### src/rtl/sha1_sequencer_if.sv
// SHA-1 sequencer stream interface.
// Message words in, 160-bit digest out.
interface sha1_sequencer_if;
  logic [31:0]  in_data;
  logic         in_valid;
  logic         in_ready;
  logic [159:0] digest;
  logic         out_valid;
  logic         out_ready;

  modport master (
    output in_data, in_valid, out_ready,
    input  in_ready, digest, out_valid
  );

  modport slave (
    input  in_data, in_valid, out_ready,
    output in_ready, digest, out_valid
  );
endinterface

### src/rtl/sha1_sequencer.sv
// SHA-1 block sequencer: buffers 16 words,
// drives 80 rounds into a core, folds result.
module sha1_sequencer #(
  parameter int unsigned  CORE_LAT = 5,
  parameter logic [159:0] IV =
    160'h67452301_efcdab89_98badcfe_10325476_c3d2e1f0
) (
  input  logic            clk,
  input  logic            rst,
  sha1_sequencer_if.slave io,
  output logic [31:0]     core_din,
  output logic            core_load,
  output logic            core_phase_advance,
  input  logic [1:0]      core_phase_out,
  input  logic [31:0]     core_r,
  output logic            phase_err
);

  typedef enum logic [1:0] {
    FILL, RUN, DRAIN, DONE
  } state_t;

  state_t          state_q, state_d;
  logic [31:0]     mem_q [16];
  logic [3:0]      fcnt_q;
  logic [6:0]      rnd_q;
  logic [7:0]      dcnt_q;
  logic [4:0]      tag_q [CORE_LAT];
  logic [4:0]      tag_d;
  logic [4:0]      hit;
  logic [4:0][31:0] cap_q, cap_d;
  logic [159:0]    digest_q;
  logic            acc, hs;
  logic            run, drain, last_drain;

  function automatic logic [31:0] rol30(
    input logic [31:0] x
  );
    return {x[1:0], x[31:2]};
  endfunction

  assign run        = state_q == RUN;
  assign drain      = state_q == DRAIN;
  assign acc        = io.in_valid && io.in_ready;
  assign hs         = io.out_valid && io.out_ready;
  assign last_drain = drain &&
                      (dcnt_q == 8'(CORE_LAT - 1));

  // State register.
  always_ff @(posedge clk) begin
    if (rst) state_q <= FILL;
    else     state_q <= state_d;
  end

  // Next-state logic.
  always_comb begin
    state_d = state_q;
    unique case (state_q)
      FILL:
        if (acc && fcnt_q == 4'd15)
          state_d = RUN;
      RUN:
        if (rnd_q == 7'd79)
          state_d = DRAIN;
      DRAIN:
        if (last_drain)
          state_d = DONE;
      DONE:
        if (io.out_ready)
          state_d = FILL;
      default:
        state_d = FILL;
    endcase
  end

  // Handshake and core strobes.
  always_comb begin
    io.in_ready  = state_q == FILL;
    io.out_valid = state_q == DONE;
    io.digest    = digest_q;
    core_load    = run && (rnd_q < 7'd16);
    core_din     = core_load ?
                   mem_q[rnd_q[3:0]] : '0;
    core_phase_advance = run && (
      rnd_q == 7'd0  || rnd_q == 7'd20 ||
      rnd_q == 7'd40 || rnd_q == 7'd60);
  end

  // Tag rounds 75..79 and pick core_r when
  // each tag emerges CORE_LAT cycles later.
  always_comb begin
    tag_d = '0;
    if (run && rnd_q >= 7'd75)
      tag_d = 5'b00001 << (rnd_q - 7'd75);
    hit = tag_q[CORE_LAT-1];
    for (int k = 0; k < 5; k++)
      cap_d[k] = hit[k] ? core_r : cap_q[k];
  end

  // Capture tag delay line, cleared on reset so
  // an abandoned block leaves nothing in flight.
  always_ff @(posedge clk) begin
    if (rst) begin
      for (int i = 0; i < CORE_LAT; i++)
        tag_q[i] <= '0;
    end else begin
      tag_q[0] <= tag_d;
      for (int i = 1; i < CORE_LAT; i++)
        tag_q[i] <= tag_q[i-1];
    end
  end

  // Block buffer write; contents need no reset.
  always_ff @(posedge clk) begin
    if (acc) mem_q[fcnt_q] <= io.in_data;
  end

  // Counters, captures, digest and phase check.
  always_ff @(posedge clk) begin
    if (rst) begin
      fcnt_q    <= '0;
      rnd_q     <= '0;
      dcnt_q    <= '0;
      cap_q     <= '0;
      digest_q  <= '0;
      phase_err <= 1'b0;
    end else begin
      if (hs)
        fcnt_q <= '0;
      else if (acc)
        fcnt_q <= fcnt_q + 4'd1;
      rnd_q <= (run && rnd_q != 7'd79) ?
               rnd_q + 7'd1 : '0;
      dcnt_q <= drain ? dcnt_q + 8'd1 : '0;
      cap_q  <= cap_d;
      if (drain && dcnt_q == 8'd0 &&
          core_phase_out != 2'd3)
        phase_err <= 1'b1;
      if (last_drain)
        digest_q <= {
          IV[159:128] + cap_d[4],
          IV[127:96]  + cap_d[3],
          IV[95:64]   + rol30(cap_d[2]),
          IV[63:32]   + rol30(cap_d[1]),
          IV[31:0]    + rol30(cap_d[0])
        };
    end
  end

endmodule

### src/flat_wrapper.sv
// flat-port wrapper written by rule: the top's interface ports become plain ports
module sha1_sequencer_flat 
#(
  parameter int unsigned  CORE_LAT = 5,
  parameter logic [159:0] IV =
    160'h67452301_efcdab89_98badcfe_10325476_c3d2e1f0
)
  (clk, rst, core_din, core_load, core_phase_advance, core_phase_out, core_r, phase_err, io_in_data, io_in_valid, io_out_ready, io_in_ready, io_digest, io_out_valid);
  sha1_sequencer_if io_i ();
  input  logic clk;
  input  logic rst;
  output logic [31:0] core_din;
  output logic core_load;
  output logic core_phase_advance;
  input  logic [1:0] core_phase_out;
  input  logic [31:0] core_r;
  output logic phase_err;
  input wire logic [$bits(io_i.in_data)-1:0] io_in_data;
  input wire logic [$bits(io_i.in_valid)-1:0] io_in_valid;
  input wire logic [$bits(io_i.out_ready)-1:0] io_out_ready;
  output wire logic [$bits(io_i.in_ready)-1:0] io_in_ready;
  output wire logic [$bits(io_i.digest)-1:0] io_digest;
  output wire logic [$bits(io_i.out_valid)-1:0] io_out_valid;
  assign io_i.in_data = io_in_data;
  assign io_i.in_valid = io_in_valid;
  assign io_i.out_ready = io_out_ready;
  assign io_in_ready = io_i.in_ready;
  assign io_digest = io_i.digest;
  assign io_out_valid = io_i.out_valid;
  sha1_sequencer #(.CORE_LAT(CORE_LAT), .IV(IV)) u_core (.clk(clk), .rst(rst), .io(io_i), .core_din(core_din), .core_load(core_load), .core_phase_advance(core_phase_advance), .core_phase_out(core_phase_out), .core_r(core_r), .phase_err(phase_err));
endmodule
### config.mk
export PLATFORM = sky130hd
export DESIGN_NAME = sha1_sequencer_flat
export DESIGN_NICKNAME = d
export VERILOG_FILES = /design/src/rtl/sha1_sequencer_if.sv /design/src/rtl/sha1_sequencer.sv /design/src/flat_wrapper.sv
export SDC_FILE = /design/constraint.sdc
export NUM_CORES = 1
export LEC_CHECK = 0
export ABC_AREA = 0
export BUFFER_PORTS_ARGS = -buffer_cell sky130_fd_sc_hd__buf_2
export CAP_MARGIN = 20
export CORE_MARGIN = 1.5
export CORE_UTILIZATION = 25
export DETAILED_ROUTE_END_ITERATION = 8
export GPL_ROUTABILITY_DRIVEN = 0
export SYNTH_ARGS = -nofsm -noshare
export SYNTH_HDL_FRONTEND = slang
export SYNTH_SLANG_ARGS = --single-unit
### constraint.sdc
create_clock -name clk -period 3.75 [get_ports clk]
set_input_delay 0.5625 -clock clk [delete_from_list [all_inputs] [get_ports clk]]
set_output_delay 0.5625 -clock clk [all_outputs]
set_load 0.03 [all_outputs]
==> metrics.md <==
| Metric | Value |
|---|---|
| CTS tree | `done` |
| Worst hold margin | `about 0.19 ns` |
| Clk sinks | `around 880` |
| Largest net degree at the start of global routing | `about 170` |
| PwrDens | `495 nW/um^2` |
| Crit path DAT | `~3 ns` |
| Vias in the first global route | `roughly 23000` |
| Status | `complete, no violations` |
| Max-slew violation count | `0` |
| Routed Antenna Nets | `0` |
| Post-Synthesis Cells | `~2800` |
| Root buffer cell | `clkbuf_16` |
| Period Utilization, post-route | `0.968` |
| Worst Setup Start Kind | `register` |
| Synthesized Nets | `about 3000` |
| #FFs+latches synth | `approximately 880` |
| Initial core utilization | `0.252` |
| Max-Cap Viols | `0` |
| Setup TNS | `0 ns` |
| IO Pins | `roughly 270` |
| Pre-CTS WS | `0.361 ns` |
| Unrepaired setup endpoints after global routing | `false` |
| Critical path's most frequent cell | `mux4_2` |
| Via count | `~24000` |
| Cts bufs inserted | `90` |
| Final Hold Fails | `0` |
| # H-tree levels | `3` |
| Async S/R FF share, synth | `0` |
| CP Class | `register to primary output` |
| Wire length per cell | `between 20 and 25 microns` |
| Final core occ | `0.299` |
| Slowest cell on the critical path | `dfxtp_4` |
| Final setup fails | `0` |
| Area delta synth->final | `18.8%` |
| Ys flop type | `edfxtp_1` |
| Leak Pwr | `14.8 nW` |
| Total GRT Usage | `0.137` |
| Die W | `389 microns` |
| DRT iter0 DRCs | `roughly 1700` |
| Worst R2R Setup Slack | `0.51 ns` |
| Yosys cell types | `101` |
| Fmax | `0.276 GHz` |
| Tot Pwr | `21.9 mW` |
| Worst-path fanout max | `22` |
| Die H | `389 microns` |
| Ys Warns | `0` |
| Worst setup margin | `0.121 ns` |
| Synth Area per Inst | `between 10 and 15 sq um` |
| Core area | `about 150000 sq um` |
| Total die area | `151000 sq um` |
| Drt pass-1 iters | `5` |
| Drt total wl | `around 110 mm` |
| Peak supply drop | `0.476 mV` |
| FP Rows | `approximately 140` |
| Dpl cells | `4915` |
| Worst clock skew | `between 0.04 and 0.05 ns` |
| Via density | `~4.7` |
| Final nets | `about 3200` |
| IO buf count | `266` |
| Max transition margin | `0.345` |
| Layout cell share with drive strength beyond 1 | `0.232` |
| Max Root-Sink Buffers | `3` |
| Non-filler cells, final | `5088` |
| Fin crit period | `roughly 3.6 ns` |
| EDFF count, synth | `512` |
| First-pass GRT wire length | `155 mm` |
| Final HPWL from detailed placement | `69.4 mm` |
| Placement Cell Area | `41000 sq um` |
| Worst-margin pin slew | `0.983 ns` |
| Clock Latency Late Sink | `0.70 ns` |
| Clock transition at the registers of the reported paths | `0.06 ns` |
| Final routed DRC violation total | `0` |
| HP Class | `input port to register` |
| Seq/Total Area, Yosys | `0.611` |
| Grt total ovfl | `0` |
| Design area | `44200 sq um` |
| Endpoint type of the worst setup path | `primary output` |
| Worst endpoint required time | `3.19 ns` |
| Crit-path cells | `bufbuf_16 -> mux4_2 -> mux4_2 -> nor2b_1 -> buf_2` |
| Initial antenna violation count | `12` |
| CP max stage delay | `~0.56 ns` |
| Cell Area, Synth | `about 37000 sq um` |
critical path, delay by kind of cell (launching register included):
family	cells	cell delay, ns
muxes	2	1.03
buffers and inverters	2	0.60
DFF	1	0.56
and+or+nand+nor	1	0.17
layer usage:
layer | up-vias | track usage | share of wire | wire length [microns]
met5 | - | 0 | 0.0010 | 108
met4 | 16 | 0.0280 | 0.017 | 1780
met3 | 129 | 0.0252 | 0.060 | 6330
met2 | 688 | 0.235 | 0.49 | 52100
met1 | 11900 | 0.180 | 0.43 | 45900
li1 | 11000 | - | - | -
cell families after synthesis:
family                   Yosys count  synth area share
AO/OA/AOI/OAI                    438            0.0795
XOR/XNOR                         132            0.0311
adder cells (fa/ha/maj)           18           0.00605
buffers and inverters            222            0.0277
flip-flops                       879             0.611
multiplexers                     312             0.139
AND/OR/NAND/NOR                  826             0.106
cells in the mapped netlist (15+ instances only):
cell type	count	area [sq um]
a211oi_1	65	488
o211ai_1	17	128
mux2i_1	128	1280
nand3_1	39	195
xnor2_1	73	639
buf_2	38	190
nand2_1	184	691
xor2_1	59	517
nor2b_1	76	475
inv_1	38	143
ha_1	18	225
edfxtp_1	512	15400
a21oi_1	129	646
mux4_2	160	3600
buf_1	16	60.1
clkbuf_1	103	387
nor2_1	328	1230
nand2b_1	17	106
and2_1	17	106
o21ai_0	70	350
nor3b_1	24	180
buf_6	15	169
dfxtp_1	367	7350
nor3_1	51	255
power by group:
| part | internal [mW] | total (mW) | switching (mW) |
|---|---|---|---|
| combinational | 0.799 | 1.97 | 1.17 |
| sequential | 10.4 | 10.5 | 0.0708 |
| clock | 5.49 | 9.41 | 3.92 |
timing repair:
item	CTS	global route
resized for setup	1	0
setup endpoints to repair	7	0
setup buffers	3	0
hold buffers	0	0
layout by cell type, fill, tap and decap left out, types with 38 or more instances in the layout:
| cell type | Yosys | layout |
|---|---|---|
| buf_2 | 38 | 265 |
| nand2_1 | 184 | 183 |
| nor2b_1 | 76 | 76 |
| dfxtp_1 | 367 | 359 |
| mux2i_1 | 128 | 128 |
| nor3_1 | 51 | 47 |
| nand3_1 | 39 | 39 |
| mux4_2 | 160 | 160 |
| edfxtp_1 | 512 | 512 |
| xnor2_1 | 73 | 73 |
| xor2_1 | 59 | 59 |
| a21oi_1 | 129 | 129 |
| o21ai_0 | 70 | 70 |
| clkbuf_16 | 0 | 91 |
| inv_1 | 38 | 38 |
| a211oi_1 | 65 | 65 |
| buf_4 | 10 | 60 |
| nor2_1 | 328 | 314 |
worst paths after layout:
check,cells after the start,from,endpoint
worst max-delay path,5,u_core.rnd_q[0],core_din[16]
worst min-delay path,2,rst,u_core.cap_q[95]
worst max register to register,9,u_core.tag_q[0][24],u_core.io.digest[157]
worst min register to register,1,u_core.tag_q[0][19],u_core.tag_q[0][24]
cell type report:
type / count / area [sq um]
Timing Repair Buffer: 344 / 2170
Antenna cell: 3 / 7.51
Clock buffer: 120 / 2460
Multi-Input combinational cell: 1726 / 13600
Clock inverter: 46 / 658
Tap cell: 1930 / 2410
Inverter: 40 / 150
Sequential cell: 879 / 22700
Fill cell: 14900 / 104000
registers in the layout, summed over array words and instances (netlist names):
signal	flops
u_core.fcnt_q	4
u_core.rnd_q	7
u_core.mem_q	512
u_core.cap_q	160
u_core.tag_q	25
u_core.io.digest	160
u_core.dcnt_q	8
u_core.phase_err	1
u_core.state_q	2
Power figures use the tool's default switching activity.
